<file path="src/rtl/mem_reg_wb_load_pkg.sv">
// Shared definitions for the MEM/WB load-path stage: FSM encoding, NOP, lane offsets.
package mem_reg_wb_load_pkg;

    localparam logic [0:0]  ST_IDLE  = 1'b0;
    localparam logic [0:0]  ST_WAIT  = 1'b1;

    localparam logic [31:0] INST_NOP = 32'h0000_0013;

    localparam logic [1:0]  LANE_0   = 2'd0;
    localparam logic [1:0]  LANE_1   = 2'd1;
    localparam logic [1:0]  LANE_2   = 2'd2;
    localparam logic [1:0]  LANE_3   = 2'd3;

    function automatic logic [31:0] ext8(input logic [7:0] b, input logic s);
        return {{24{s & b[7]}}, b};
    endfunction

    function automatic logic [31:0] ext16(input logic [15:0] h, input logic s);
        return {{16{s & h[15]}}, h};
    endfunction

endpackage

</file>
<file path="src/rtl/mem_reg_wb_load_extract.sv">
// Combinational lane extraction and sign/zero extension of a returned memory word.
module mem_reg_wb_load_extract
    import mem_reg_wb_load_pkg::*;
(
    input  logic [31:0] rdata,
    input  logic [1:0]  offset,
    input  logic        Byte,
    input  logic        Half,
    input  logic        Sign,
    output logic [31:0] result
);

    logic [7:0] byte_lane;

    always_comb begin
        byte_lane = rdata[7:0];
        case (offset)
            LANE_0:  byte_lane = rdata[7:0];
            LANE_1:  byte_lane = rdata[15:8];
            LANE_2:  byte_lane = rdata[23:16];
            default: byte_lane = rdata[31:24];
        endcase
    end

    always_comb begin
        result = rdata;
        if (Byte) begin
            result = ext8(byte_lane, Sign);
        end else if (Half) begin
            case (offset)
                LANE_0:  result = ext16(rdata[15:0], Sign);
                LANE_1:  result = ext16(rdata[23:8], Sign);
                LANE_2:  result = ext16(rdata[31:16], Sign);
                // a halfword straddling the word boundary comes back raw
                default: result = rdata;
            endcase
        end
    end

endmodule

</file>
<file path="src/rtl/mem_reg_wb_load.sv">
// MEM/WB pipeline register with req/ack load path, stall and timeout abort.
// Optional macro MEM_MISALIGN_TRAP_EN adds Misalign_out_MemWB and traps misaligned loads.
//
// state   | meaning
// IDLE    | no outstanding read; non-loads and zero-wait loads capture here
// WAIT    | read issued, holding Dmem_req until ack or timeout
module mem_reg_wb_load
    import mem_reg_wb_load_pkg::*;
#(
    parameter int TIMEOUT = 15,
    parameter int CNT_W   = 8
) (
    input  logic        clk_MemWB,
    input  logic        rst_MemWB,
    input  logic        en_MemWB,
    input  logic        valid_in_MemWB,
    input  logic [31:0] Inst_in_MemWB,
    input  logic [31:0] PC4_in_MemWB,
    input  logic [31:0] PC_imm_in_MemWB,
    input  logic [31:0] Imm_in_MemWB,
    input  logic [31:0] ALU_in_MemWB,
    input  logic [4:0]  Rd_addr_in_MemWB,
    input  logic [1:0]  MemtoReg_in_MemWB,
    input  logic        RegWrite_in_MemWB,
    input  logic        MemRead_in_MemWB,
    input  logic        Byte_in_MemWB,
    input  logic        Half_in_MemWB,
    input  logic        Sign_in_MemWB,
    input  logic [31:0] Dmem_rdata,
    input  logic        Dmem_ack,
    output logic        Dmem_req,
    output logic [31:0] Dmem_addr,
    output logic        stall_MemWB,
    output logic [31:0] Load_data_out_MemWB,
    output logic [31:0] ALU_out_MemWB,
    output logic [31:0] PC4_out_MemWB,
    output logic [31:0] PC_imm_out_MemWB,
    output logic [31:0] Imm_out_MemWB,
    output logic [31:0] Inst_out_MemWB,
    output logic [4:0]  Rd_addr_out_MemWB,
    output logic [1:0]  MemtoReg_out_MemWB,
    output logic        RegWrite_out_MemWB,
    output logic        valid_out_MemWB,
    output logic        Bus_err_out_MemWB
`ifdef MEM_MISALIGN_TRAP_EN
    ,
    output logic        Misalign_out_MemWB
`endif
);

    localparam logic [CNT_W-1:0] TO_CNT = CNT_W'(TIMEOUT);

    logic [0:0]       state, state_nxt;
    logic [CNT_W-1:0] cnt, cnt_nxt;
    logic [1:0]       offset;
    logic [31:0]      ext_data, load_nxt;
    logic             load_go, req_go, misalign, timeout;
    logic             capture, bubble, regwrite_nxt, bus_err_nxt;

    assign offset = ALU_in_MemWB[1:0];

`ifdef MEM_MISALIGN_TRAP_EN
    assign misalign = MemRead_in_MemWB & ~Byte_in_MemWB &
                      ((Half_in_MemWB & (offset == LANE_3)) |
                       (~Half_in_MemWB & (offset != LANE_0)));
`else
    assign misalign = 1'b0;
`endif

    assign load_go     = en_MemWB & valid_in_MemWB & MemRead_in_MemWB;
    assign req_go      = load_go & ~misalign;
    assign Dmem_req    = ~rst_MemWB & (((state == ST_IDLE) & req_go) |
                                       ((state == ST_WAIT) & en_MemWB));
    assign Dmem_addr   = {ALU_in_MemWB[31:2], 2'b00};
    assign timeout     = (state == ST_WAIT) & ~Dmem_ack & (cnt == TO_CNT);
    assign stall_MemWB = Dmem_req & ~Dmem_ack & ~timeout;

    mem_reg_wb_load_extract u_extract (
        .rdata  (Dmem_rdata),
        .offset (offset),
        .Byte   (Byte_in_MemWB),
        .Half   (Half_in_MemWB),
        .Sign   (Sign_in_MemWB),
        .result (ext_data)
    );

    always_comb begin
        state_nxt    = state;
        cnt_nxt      = cnt;
        capture      = 1'b0;
        bubble       = 1'b0;
        load_nxt     = '0;
        regwrite_nxt = RegWrite_in_MemWB;
        bus_err_nxt  = 1'b0;
        if (state == ST_IDLE) begin
            if (!valid_in_MemWB) begin
                capture = 1'b1;
                bubble  = 1'b1;
            end else if (misalign) begin
                capture      = 1'b1;
                regwrite_nxt = 1'b0;
            end else if (MemRead_in_MemWB) begin
                if (Dmem_ack) begin
                    capture  = 1'b1;
                    load_nxt = ext_data;
                end else begin
                    state_nxt = ST_WAIT;
                    cnt_nxt   = CNT_W'(1);
                end
            end else begin
                capture = 1'b1;
            end
        end else begin
            if (Dmem_ack) begin
                capture   = 1'b1;
                load_nxt  = ext_data;
                state_nxt = ST_IDLE;
                cnt_nxt   = '0;
            end else if (cnt == TO_CNT) begin
                capture      = 1'b1;
                regwrite_nxt = 1'b0;
                bus_err_nxt  = 1'b1;
                state_nxt    = ST_IDLE;
                cnt_nxt      = '0;
            end else begin
                cnt_nxt = cnt + CNT_W'(1);
            end
        end
    end

    always_ff @(posedge clk_MemWB) begin
        if (rst_MemWB) begin
            state               <= ST_IDLE;
            cnt                 <= '0;
            Load_data_out_MemWB <= '0;
            ALU_out_MemWB       <= '0;
            PC4_out_MemWB       <= '0;
            PC_imm_out_MemWB    <= '0;
            Imm_out_MemWB       <= '0;
            Inst_out_MemWB      <= '0;
            Rd_addr_out_MemWB   <= '0;
            MemtoReg_out_MemWB  <= '0;
            RegWrite_out_MemWB  <= 1'b0;
            valid_out_MemWB     <= 1'b1;
            Bus_err_out_MemWB   <= 1'b0;
`ifdef MEM_MISALIGN_TRAP_EN
            Misalign_out_MemWB  <= 1'b0;
`endif
        end else if (en_MemWB) begin
            state <= state_nxt;
            cnt   <= cnt_nxt;
            if (capture) begin
                if (bubble) begin
                    Load_data_out_MemWB <= '0;
                    ALU_out_MemWB       <= '0;
                    PC4_out_MemWB       <= '0;
                    PC_imm_out_MemWB    <= '0;
                    Imm_out_MemWB       <= '0;
                    Inst_out_MemWB      <= INST_NOP;
                    Rd_addr_out_MemWB   <= '0;
                    MemtoReg_out_MemWB  <= '0;
                    RegWrite_out_MemWB  <= 1'b0;
                    valid_out_MemWB     <= 1'b0;
                    Bus_err_out_MemWB   <= 1'b0;
                end else begin
                    Load_data_out_MemWB <= load_nxt;
                    ALU_out_MemWB       <= ALU_in_MemWB;
                    PC4_out_MemWB       <= PC4_in_MemWB;
                    PC_imm_out_MemWB    <= PC_imm_in_MemWB;
                    Imm_out_MemWB       <= Imm_in_MemWB;
                    Inst_out_MemWB      <= Inst_in_MemWB;
                    Rd_addr_out_MemWB   <= Rd_addr_in_MemWB;
                    MemtoReg_out_MemWB  <= MemtoReg_in_MemWB;
                    RegWrite_out_MemWB  <= regwrite_nxt;
                    valid_out_MemWB     <= 1'b1;
                    Bus_err_out_MemWB   <= bus_err_nxt;
                end
`ifdef MEM_MISALIGN_TRAP_EN
                Misalign_out_MemWB <= ~bubble & misalign & (state == ST_IDLE);
`endif
            end
        end
    end

endmodule

</file>
<file path="config.mk">
export PLATFORM = sky130hd
export DESIGN_NAME = mem_reg_wb_load
export DESIGN_NICKNAME = d
export VERILOG_FILES = /design/src/rtl/mem_reg_wb_load_pkg.sv /design/src/rtl/mem_reg_wb_load_extract.sv /design/src/rtl/mem_reg_wb_load.sv
export SDC_FILE = /design/constraint.sdc
export NUM_CORES = 1
export LEC_CHECK = 0
export ABC_CLOCK_PERIOD_IN_PS = 4200
export CELL_PAD_IN_SITES_DETAIL_PLACEMENT = 2
export CELL_PAD_IN_SITES_GLOBAL_PLACEMENT = 2
export CORE_MARGIN = 5
export CORE_UTILIZATION = 24
export CTS_BUF_LIST = sky130_fd_sc_hd__clkbuf_4 sky130_fd_sc_hd__clkbuf_8 sky130_fd_sc_hd__clkbuf_16
export CTS_CLUSTER_SIZE = 25
export DETAILED_ROUTE_END_ITERATION = 12
export PLACE_DENSITY = 0.9
export SYNTH_ARGS = -nofsm -noshare
export SYNTH_HDL_FRONTEND = slang
export SYNTH_SLANG_ARGS = --single-unit
export TNS_END_PERCENT = 100
</file>
<file path="constraint.sdc">
create_clock -name clk_MemWB -period 4.2 [get_ports clk_MemWB]
set_input_delay 0.84 -clock clk_MemWB [delete_from_list [all_inputs] [get_ports clk_MemWB]]
set_output_delay 0.84 -clock clk_MemWB [all_outputs]
set_load 0.005 [all_outputs]
</file>
==> results.yml <==
status:
  outcome: "completed"
drt:
  drc_errors: 0
  vias: 7371
  drt_iter0_drc: 245
  via_per_inst: 4.805
  detail_route.first_pass.iterations: 4
  wire_per_inst_um: 24.53
  postRouteWirelength_um: 37630
  final_antenna_net_count: 0
logic_synthesis:
  synthCells: 679
  synth_edf_count: 0
  ys_seq_area_share_pct: 54.31
  synthArstFlopShare_pct: 0
  synth_area_um2: 7777
  yosys_warnings: 0
  ys_types: 52
  synth_seq_cells: 211
  syn_avg_cell_area_um2: 11.45
  synthFlopType: "dfxtp_1"
timing:
  setup_viol: 0
  rsz0062_at_grt: "no"
  hold_viol: 0
  max_freq_mhz: 292.6
  drv_slew: 0
  relSlewSlack_pct: 40.20
  whs_ns: 0.4680
  finClkSkew_ns: 0.01254
  layout_min_cycle_time_ns: 3.417
  tns_ns: 0
  post-route-period-util_pct: 81.37
  worst_pin_slew_ns: 0.8894
die:
  row_count: 66
  die_w_um: 190.0
  die_h_um: 190.0
  core_area_um2: 32290
  die_area_um2: 36110
  initial_utilization_pct: 24.09
  io_pins: 445
clock_network:
  insertion_delay_ns: 0.53
  ctsResizeCount: 0
  cts_max_path_buffers: 3
  cts.reportedPaths.clkPinSlew_ns: 0.06
  clock_sinks: 211
  cts_tree: "done"
  holdBufCountCts: 0
  cts_buffers: 26
  clockRootBuffer: "clkbuf_16"
  cts_setup_buffers: 0
  htree_levels: 1
placement:
  port_buffers: 442
  gp_congestion: 0.8612
  place_hpwl_um: 27090
global_routing:
  overflow: 0
  grt_max_degree: 72
  grt_pass1_vias: 8413
  antenna_found_initial: 2
  track_usage_pct: 19.49
  grt_pass1_wl_um: 54920
power_and_ir_drop:
  peakVddDrop_mv: 0.2374
  pwr-share-clk_pct: 44.5
  p_sw_mw: 1.271
  powerDensity_nw_per_um2: 401.8
  intPower_mw: 4.010
  pwr-share-seq_pct: 40.9
  p_leak_nw: 5.011
  switching_share_pct: 24.07
  combPwrFrac_pct: 14.5
final_layout:
  final_core_util_pct: 40.71
  drive_gt1_share_pct: 6.049
  area_delta_synth_final_pct: 69.00
  nets: 1282
setup_path:
  worst_setup_path_start_kind: "input port"
  crit_slowest_cell: "clkdlybuf4s50_1"
  critPathMaxStageDelay_ns: 0.63
  cp_common_cell: "clkdlybuf4s50_1"
  cp-end-kind: "primary output"
  required_ns: 3.36
  path_max_fanout: 11
  cp.arrival_ns: 2.58
  crit_type: "input port to primary output"
  worstPathCellList: "clkdlybuf4s50_1 -> nor3_1 -> nand2b_1 -> a21oi_1 -> clkdlybuf4s50_1"
flow_run:
  max_cap_viol_count: 0
worst_hold_path:
  worst_hold_path_type: "flop to flop"
==> synthesized netlist by cell type (all sizes together) (2+ instances only) <==
cell / count / share of area [%]
a21oi: 19 / 1.3
a221o: 7 / 0.90
a22o: 194 / 22
a32o: 8 / 1.0
and2: 2 / 0.16
and3: 3 / 0.24
and3b: 2 / 0.23
buf: 73 / 7.9
clkbuf: 16 / 0.77
dfxtp: 211 / 54
inv: 4 / 0.19
mux2i: 10 / 1.3
nand2: 43 / 2.1
nand3: 5 / 0.32
nor2: 11 / 0.53
nor2b: 3 / 0.24
nor3: 6 / 0.39
nor4: 3 / 0.24
o211ai: 3 / 0.29
o21a: 3 / 0.29
o21ai: 11 / 0.85
o221ai: 8 / 0.90
or3: 9 / 0.72
xor2: 3 / 0.34
==> cell families after synthesis <==
group,Yosys count,synth area share (%)
AOI/OAI and AO/OA,264,28.81
xor gates and xnor gates,3,0.3379
adders and majority gates,1,0.1608
buffers and inverters,93,8.880
DFF,211,54.31
muxes,11,1.432
other,1,0.04822
and+or+nand+nor,95,6.017
==> final timing paths <==
check / from / to / slack (ns) / cells after the start
worst max register to register: cnt[4] / ALU_out_MemWB[13] / 1.70 / 5
worst max-delay path: rst_MemWB / stall_MemWB / 0.78 / 5
worst min-delay path: Load_data_out_MemWB[1] / Load_data_out_MemWB[1] / 0.47 / 1
worst min register to register: Load_data_out_MemWB[1] / Load_data_out_MemWB[1] / 0.47 / 1
==> registers in the layout, indices dropped and copies added (netlist names) <==
name / count
Rd_addr_out_MemWB: 5
Imm_out_MemWB: 32
Bus_err_out_MemWB: 1
state: 1
MemtoReg_out_MemWB: 2
PC_imm_out_MemWB: 32
ALU_out_MemWB: 32
RegWrite_out_MemWB: 1
cnt: 8
Inst_out_MemWB: 32
valid_out_MemWB: 1
PC4_out_MemWB: 32
Load_data_out_MemWB: 32
==> final cells by class <==
class | count | area (um2)
antenna | 1 | 2.502
clock buffer | 41 | 818.3
clock inverter | 6 | 82.58
fill | 3273 | 19140
inverter | 4 | 15.01
multi-input combinational | 376 | 2879
sequential | 211 | 4224
tap | 442 | 553.0
timing repair buffer | 453 | 4569
==> cell usage in the layout (no fill, tap or decap), drive strengths merged, types with 3 or more instances in the layout <==
| cell type | count |
|---|---|
| a22o | 194 |
| clkbuf | 41 |
| nor2 | 11 |
| o21ai | 11 |
| dfxtp | 211 |
| and3 | 3 |
| a21oi | 19 |
| clkdlybuf4s50 | 442 |
| a221o | 7 |
| inv | 4 |
| nor3 | 6 |
| xor2 | 3 |
| nor2b | 3 |
| nand3 | 5 |
| or3 | 9 |
| buf | 11 |
| o211ai | 3 |
| mux2i | 10 |
| clkinv | 3 |
| o221ai | 8 |
| o21a | 3 |
| a32o | 8 |
| nand2 | 43 |
| nor4 | 3 |
==> routing by layer <==
layer	routed length (um)	part of all wire [%]	vias up	track usage, %
li1	-	-	3344	-
met4	1092	2.9	2	5.760
met3	3501	9.3	68	6.789
met5	7	0.019	-	0
met2	19620	52	323	36.59
met1	13420	36	3634	20.43
==> critical path, delay by kind of cell <==
| kind | cells | cell delay [ns] |
|---|---|---|
| compound gates | 1 | 0.13 |
| simple gates | 2 | 0.47 |
| buf+inv | 2 | 1.15 |
==> power by group through the flow <==
stage,sequential [mW],combinational [mW],clock (mW)
after detailed placement,2.20,0.759,0
after CTS,2.16,0.774,2.42
after global routing,2.17,0.811,2.50
final,2.16,0.767,2.35
after global placement,2.19,0.728,0
after floorplan,2.20,0.265,0
==> through the flow <==
step	area, um2	worst slack (ns)	total power [mW]	instances
after floorplan	7781	1.825	2.461	680
after global placement	12240	0.8342	2.920	1486
after detailed placement	12240	0.7751	2.960	1486
after CTS	13140	0.7543	5.361	1533
after global routing	13140	0.5815	5.489	1534
final	13140	0.7827	5.281	1534
No activity file was read; power rests on OpenSTA's default activity.
